===== src/rtl/trap_unit.sv =====
// Machine-mode trap controller: owns the M-mode trap CSRs and sequences trap entry, mret, flush and redirect.
// Latency: CSRs update at the accepting edge; flush+redirect the next cycle, flush-only the one after. No backpressure; stall_n gates event sampling.
package trap_pkg;
    typedef struct packed {
        logic        raise;
        logic [3:0]  cause;
        logic [31:0] tval;
    } exception_t;
endpackage

module trap_unit
    import trap_pkg::*;
#(
    parameter logic [31:0] MTVEC_RESET = 32'h0000_0000,
    parameter bit          VECTORED_EN = 1'b1
) (
    input  logic        clk,
    input  logic        rst_sync_n,
    input  logic        stall_n,
    input  exception_t  exception_commit,
    input  logic        commit_valid,
    input  logic [31:0] commit_pc,
    input  logic        mret,
    input  logic        irq_ext,
    input  logic        irq_timer,
    input  logic        csr_en,
    input  logic [1:0]  csr_op,
    input  logic [11:0] csr_addr,
    input  logic [31:0] csr_wdata,
    output logic [31:0] csr_rdata,
    output logic        flush,
    output logic        redirect_valid,
    output logic [31:0] redirect_pc
);
    typedef enum logic [1:0] {IDLE, ENTER, DRAIN} state_t;

    localparam logic [31:0] MTVEC_MASK = VECTORED_EN ? 32'hFFFF_FFFD : 32'hFFFF_FFFC;

    state_t      state_q, state_d;
    logic        mstatus_mie, mstatus_mpie, mie_meie, mie_mtie;
    logic [31:0] mtvec_q, mscratch_q, mepc_q, mcause_q, mtval_q, target_q;

    logic [31:0] mstatus_val, mie_val, mip_val, wr_val, trap_target;
    logic        csr_wr, idle_go, ext_pend, tim_pend;
    logic        take_exc, take_irq, take_mret, do_wr;
    logic [3:0]  irq_code;

    always_comb begin
        mstatus_val = {19'b0, 2'b11, 3'b0, mstatus_mpie, 3'b0, mstatus_mie, 3'b0};
        mie_val     = {20'b0, mie_meie, 3'b0, mie_mtie, 7'b0};
        mip_val     = {20'b0, irq_ext, 3'b0, irq_timer, 7'b0};
        case (csr_addr)
            12'h300: csr_rdata = mstatus_val;
            12'h304: csr_rdata = mie_val;
            12'h305: csr_rdata = mtvec_q;
            12'h340: csr_rdata = mscratch_q;
            12'h341: csr_rdata = mepc_q;
            12'h342: csr_rdata = mcause_q;
            12'h343: csr_rdata = mtval_q;
            12'h344: csr_rdata = mip_val;
            default: csr_rdata = 32'h0;
        endcase
        case (csr_op)
            2'b01:   wr_val = csr_wdata;
            2'b10:   wr_val = csr_rdata | csr_wdata;
            2'b11:   wr_val = csr_rdata & ~csr_wdata;
            default: wr_val = csr_rdata;
        endcase
    end

    // Set/clear with a zero mask is a pure read and must not count as a write.
    assign csr_wr    = csr_en && (csr_op == 2'b01 || (csr_op != 2'b00 && csr_wdata != 32'h0));
    assign idle_go   = (state_q == IDLE) && stall_n;
    assign ext_pend  = irq_ext & mie_meie;
    assign tim_pend  = irq_timer & mie_mtie;
    assign irq_code  = ext_pend ? 4'd11 : 4'd7;
    assign take_exc  = idle_go && exception_commit.raise;
    assign take_irq  = idle_go && !exception_commit.raise && (ext_pend || tim_pend)
                       && commit_valid && mstatus_mie;
    assign take_mret = idle_go && !exception_commit.raise && !take_irq && mret && commit_valid;
    assign do_wr     = idle_go && !exception_commit.raise && !take_irq && !take_mret && csr_wr;

    assign trap_target = {mtvec_q[31:2], 2'b00}
                       + ((take_irq && mtvec_q[0]) ? {26'b0, irq_code, 2'b00} : 32'h0);

    always_comb begin
        state_d        = IDLE;
        flush          = 1'b0;
        redirect_valid = 1'b0;
        redirect_pc    = 32'h0;
        case (state_q)
            IDLE:    state_d = (take_exc || take_irq || take_mret) ? ENTER : IDLE;
            ENTER: begin
                state_d        = DRAIN;
                flush          = 1'b1;
                redirect_valid = 1'b1;
                redirect_pc    = target_q;
            end
            DRAIN: begin
                state_d = IDLE;
                flush   = 1'b1;
            end
            default: state_d = IDLE;
        endcase
    end

    always_ff @(posedge clk) begin
        if (!rst_sync_n) begin
            state_q      <= IDLE;
            mstatus_mie  <= 1'b0;
            mstatus_mpie <= 1'b0;
            mie_meie     <= 1'b0;
            mie_mtie     <= 1'b0;
            mtvec_q      <= MTVEC_RESET & MTVEC_MASK;
            mscratch_q   <= 32'h0;
            mepc_q       <= 32'h0;
            mcause_q     <= 32'h0;
            mtval_q      <= 32'h0;
            target_q     <= 32'h0;
        end else begin
            state_q <= state_d;
            if (take_exc || take_irq) begin
                mepc_q       <= {commit_pc[31:2], 2'b00};
                mcause_q     <= take_exc ? {28'b0, exception_commit.cause} : {1'b1, 27'b0, irq_code};
                mtval_q      <= take_exc ? exception_commit.tval : 32'h0;
                mstatus_mpie <= mstatus_mie;
                mstatus_mie  <= 1'b0;
                target_q     <= trap_target;
            end else if (take_mret) begin
                mstatus_mie  <= mstatus_mpie;
                mstatus_mpie <= 1'b1;
                target_q     <= mepc_q;
            end else if (do_wr) begin
                case (csr_addr)
                    12'h300: begin
                        mstatus_mie  <= wr_val[3];
                        mstatus_mpie <= wr_val[7];
                    end
                    12'h304: begin
                        mie_meie <= wr_val[11];
                        mie_mtie <= wr_val[7];
                    end
                    12'h305: mtvec_q    <= wr_val & MTVEC_MASK;
                    12'h340: mscratch_q <= wr_val;
                    12'h341: mepc_q     <= {wr_val[31:2], 2'b00};
                    12'h342: mcause_q   <= wr_val;
                    12'h343: mtval_q    <= wr_val;
                    default: ;
                endcase
            end
        end
    end
endmodule


===== config.mk =====
export PLATFORM = sky130hd
export DESIGN_NAME = trap_unit
export DESIGN_NICKNAME = d
export VERILOG_FILES = /design/src/rtl/trap_unit.sv
export SDC_FILE = /design/constraint.sdc
export NUM_CORES = 1
export LEC_CHECK = 0
export CAP_MARGIN = 20
export CELL_PAD_IN_SITES_DETAIL_PLACEMENT = 0
export CELL_PAD_IN_SITES_GLOBAL_PLACEMENT = 1
export CORE_MARGIN = 2
export CORE_UTILIZATION = 25
export CTS_BUF_LIST = sky130_fd_sc_hd__clkbuf_16
export DETAILED_ROUTE_END_ITERATION = 10
export MAX_ROUTING_LAYER = met4
export PLACE_DENSITY_LB_ADDON = 0.1
export SLEW_MARGIN = 10
export SYNTH_ARGS = -nofsm -noshare
export SYNTH_HDL_FRONTEND = slang
export SYNTH_SLANG_ARGS = --single-unit

===== constraint.sdc =====
create_clock -name clk -period 3.6 [get_ports clk]
set_clock_uncertainty 0.05 [all_clocks]
set_input_delay 0.36 -clock clk [delete_from_list [all_inputs] [get_ports clk]]
set_output_delay 0.36 -clock clk [all_outputs]
set_load 0.02 [all_outputs]

# Yosys cells after proc, flatten, opt, wreduce, memory -nomap -nowiden

Index checks and enable logic that the tools add are counted.

$add $sub $neg: 1
Eq/ne operators: 14
Multiplexer cells: 32
Bitwise operators: 8
Reduce and logical (&&, ||, !) cells: 43

Operator list:

| cell                                                  | number |
|---|---|
| 2-to-1 mux 32 bit                                     | 17 |
| case mux 32 bit (8 select lines)                      | 1 |
| equality test 12 x 10 -> 1 bit, second input constant | 8 |
| case mux 32 bit (3 select lines)                      | 1 |
| adder 32 x 6 -> 32 bit                                | 1 |
| bitwise AND 32 bit                                    | 1 |
| inverter 32 bit                                       | 1 |
| OR 32 bit                                             | 1 |
| nonzero test 32 bit                                   | 1 |
| nonzero test 2 bit                                    | 8 |
| logical AND 1 bit                                     | 14 |
| AND reduction 4 bit                                   | 3 |
| 2-to-1 mux 1 bit                                      | 10 |
| AND reduction 3 bit                                   | 3 |
| equality test 2 bit, second input constant            | 3 |
| 2-to-1 mux 6 bit                                      | 1 |
| nonzero test 3 bit                                    | 2 |
| equality test 2 x 1 -> 1 bit, second input constant   | 2 |
| logical OR 1 bit                                      | 4 |
| 2-to-1 mux 4 bit                                      | 1 |
| case mux 2 bit (2 select lines)                       | 1 |
| AND reduction 2 bit                                   | 2 |
| OR reduction 2 bit                                    | 2 |
| logical NOT 1 bit                                     | 3 |
| 4 further kinds                                       | 7 |

Register bits after elaboration: 195
Input port bits: 123
Output and inout bits: 66
Logic and storage cells: 109

# Depth between registers and ports, before layout

Word-level depth: 16
Gate-level depth with buffers: 15
Mapped depth without buffers: 15

# Least setup slack after synthesis

No wires, ideal clock.

Kind: register to register
Start point: register mie_meie
End point: register target_q[16]
Setup time: 0.128 ns
Arrival: 2.776 ns
Data required time: 3.422 ns
Slack: 0.647 ns
Stages on the path, launching flop included: 15
Path buffers: 0
Clock period less this slack: 2.953 ns
Path through: dfxtp_1 a22o_1 nand3_1 nor3_1 nand2_1 inv_1 ha_1 inv_1 fa_1 nor2b_1 o21a_1 o21ai_0 xnor2_1 a222oi_1 nor2_1

Longest elaborated chain between the ends: 10
Elaborated cells between the ends (all ways): 16
Those cells by class: add/sub: 1; mux: 3; bitwise: 1; reduce/logical: 11

RTL lines:

| item                                                           | RTL line | RTL |
|---|---|---|
| from (decl)                                                    | 40       | `logic mstatus_mie, mstatus_mpie, mie_meie, mie_mtie;` |
| from (signal assigned)                                         | 140      | `mie_meie <= wr_val[11];` |
| bitwise AND 1 bit *                                            | 74       | `assign ext_pend = irq_ext & mie_meie;` |
| branches (longest 9 deep; another with adder 32 x 6 -> 32 bit) | -        |  |
| to (signal assigned)                                           | 128      | `target_q <= trap_target;` |
| to (signal assigned)                                           | 132      | `target_q <= mepc_q;` |
| to (decl)                                                      | 41       | `logic [31:0] mtvec_q, mscratch_q, mepc_q, mcause_q, mtval_q, target_q;` |

Every way passes the cells marked *.
A chain may end at the register's enable or synchronous reset.

# Worst setup path in the final report

Start point: input port csr_addr[3]
End point: output port csr_rdata[15]

Longest elaborated chain between the ends: 2
Elaborated cells between the ends (all ways): 9
Those cells by class: eq/ne: 8; mux: 1

RTL lines:

| item                               | RTL line | RTL |
|---|---|---|
| from (decl)                        | 28       | `input logic [11:0] csr_addr,` |
| equality test 12 x 10 -> 1 bit     | 52       | `case (csr_addr)` |
| case mux 32 bit (8 select lines) * | 52       |  |
| to (decl)                          | 30       | `output logic [31:0] csr_rdata,` |

Mark *: on every way between the ends. The rest lies on a longest branch, timed or not.

==> results_dict.tcl <==
set metrics [dict create \
    drv_slew 0 \
    peakVddDrop_v 0.0003017 \
    dr.first_iter.drc_count 996 \
    antennaDiodeCount 0 \
    rsz0062_at_grt "no" \
    synth-seq-cells 193 \
    drt-wirelength-per-cell_um 26.16 \
    worstRegToRegCells 14 \
    synthCells 1289 \
    syn_to_final_growth_pct 34.57 \
    period_needed_ns 3.436 \
    worst_pin_slew_ns 1.009 \
    synth.area.top_cells "dfxtp_1 35%, a22o_1 5.3%, nand2_1 4.3%" \
    core_um2 43080 \
    r2r-end "target_q[16]" \
    crit_path_max_fanout 8 \
    worstReg2RegStart "mie_mtie" \
    yosysWarnings 0 \
    grt_pass1_vias 11200 \
    slowest_stage "clkdlybuf4s50_1" \
    clock-sinks 193 \
    power_density_nw_per_um2 348.1 \
    cp_cell_sequence "clkdlybuf4s50_1 -> buf_4 -> nor4b_2 -> buf_4 -> a32o_1 -> nand2_1 -> nand2_1 -> clkdlybuf4s50_1" \
    fmax_ghz 0.2911 \
    final.setup.worst_slack_ns 0.1643 \
    die_area_um2 45250 \
    p_leak_uw 0.005391 \
    cts_resized 0 \
    grt_pass1_wl_um 79190 \
    crit_cells 8 \
    post_cts_buffers 0 \
    drive_gt1_frac 0.1358 \
    post-route-drc-count 0 \
    cp_slowest_stage_delay_ns 0.67 \
    vias_per_cell 5.492 \
    end_kind "output pin" \
    cp_top_family "buffers and inverters" \
    final_cell_mix "193 x dfxtp_1, 181 x clkdlybuf4s50_1, 124 x nand2_1" \
    cp.arrival_ns 3.03 \
    required_ns 3.19 \
    synth_ff_type "dfxtp_1" \
    power.total_uw 5101 \
    r2r_slack_ns 0.32 \
    crit_path_start_kind "input pin" \
    via_count 11510 \
    slew_headroom 0.3220 \
    holdWs_ns 0.2942 \
    hold_end "mepc_q[2]" \
    fin_setup_tns_ns 0 \
    htreeDepth 4 \
    cts_root_buf "clkbuf_16" \
    overflow 0 \
    final.fill_count 4537 \
    path_clk_slew_ns 0.08 \
    yosysSeqAreaShare 0.3547 \
    drv_cap 0 \
    fp.dieH_um 212.7 \
    worst-path-buf-inv 4 \
    antenna_found_initial 1 \
    numCtsBuffers 17 \
    grt_start_max_net_pins 44 \
    syn_area_per_cell_um2 8.450 \
    clock_latency_ns 0.46 \
    antenna_left 0 \
    num_rows 76 \
    nNetsFinal 1627 \
    synthDistinctLibCells 78 \
    clock_path_buffers 2 \
    dp_worst_setup_slack_ns -0.1480 \
    synth_edf_count 0 \
    report.final.hold_viol_count 0 \
    dp_hpwl_um 40650 \
    cts_tree "built" \
    grtUsageTotal 0.2486 \
    fin_util 0.3402 \
    syn-cell-area_um2 10890 \
    die_x_um 212.7 \
    fin_crit_sh 0.9544 \
    port_buffers 184 \
    min_path_cells 2 \
    wirelength_um 54800 \
    async_flop_share 0 \
    hold_class "input pin to register" \
    synth.top_cell.area_share 0.3547 \
    start_util 0.2528 \
    finalSetupViolCount 0 \
    num_io_pins 189 \
    synth_top_area_cell "dfxtp_1" \
    first_pass_iters 6 \
    worstHoldStart "rst_sync_n" \
    critPathKind "input pin to output pin" \
    status "completed" \
    cts_hold_buf 0 \
    gp_routability_congestion 0.8612 \
    layout_commonest_cell "dfxtp_1" \
]
[cells in the mapped netlist, types with 13 or more instances]
cell       count
dfxtp_1      193
nand2_1      124
o21ai_0       88
a21oi_1       85
clkbuf_1      78
a22o_1        66
nand3_1       60
a22oi_1       57
and2_1        51
xnor2_1       46
nor2_1        33
and3_1        32
buf_2         26
a32oi_1       21
o2bb2ai_1     21
mux2_2        19
o22ai_1       19
a31oi_1       18
a21o_1        16
nand4_1       16
a222oi_1      14
inv_1         14
nor3_1        13
[cell type report]
type                       instances  area (um^2)  area share
timing repair buffer             303         2885      0.1969
clock buffer                      17        425.4     0.02903
multi-input combinational        968         6518      0.4447
clock inverter                    15        180.2     0.01229
sequential                       193         3864      0.2636
inverter                          14        52.55    0.003585
tap                              585        732.0     0.04994
[power by group]
group	internal, uW	total [uW]	switching, uW	leakage (uW)
Sequential	2190	2240	49.8	0.00157
Combinational	332	813	481	0.00354
Clock	1050	2050	1000	0.000288
[how the worst max path moves through the flow]
stage,startpoint,end,slack (ns)
2_1_floorplan,mie_meie,target_q[16],0.65
3_3_place_gp,irq_timer,target_q[16],-0.03
3_5_place_dp,irq_timer,target_q[16],-0.15
4_1_cts,csr_addr[1],csr_rdata[9],0.14
5_1_grt,state_q[1],target_q[16],0.05
6_report,csr_addr[3],csr_rdata[15],0.16
[per-stage QoR]
step	instance area (um^2)	std cells
after floorplan	10900	1290
after global routing	14660	2095
final	14660	2095
after detailed placement	14050	2063
after CTS	14660	2095
after global placement	14050	2063
[layer usage]
layer,global-route usage,part of all wire
met1,0.3442,0.47
met3,0.02721,0.054
met5,-,0
met2,0.3858,0.45
met4,0.06463,0.021
[state kept, by name, indices dropped and copies added (netlist names), 2 cells and up]
name and cells:
state_q 2, mcause_q 32, mtvec_q 31, target_q 30, mepc_q 30, mtval_q 32
mscratch_q 32
[kinds of logic (layout without fill, tap and decap cells)]
| kind of cell | count (synthesis) | after routing | share of synthesized area |
|---|---|---|---|
| DFF | 193 | 193 | 0.3547 |
| AOI/OAI and AO/OA | 474 | 474 | 0.3078 |
| muxes | 28 | 28 | 0.02906 |
| other | 1 | 2 | 0.0003443 |
| and+or+nand+nor | 402 | 402 | 0.2043 |
| adders and majority gates | 7 | 7 | 0.008731 |
| buffers and inverters | 129 | 349 | 0.05089 |
| xor gates and xnor gates | 55 | 55 | 0.04423 |
Power figures use the tool's default switching activity.
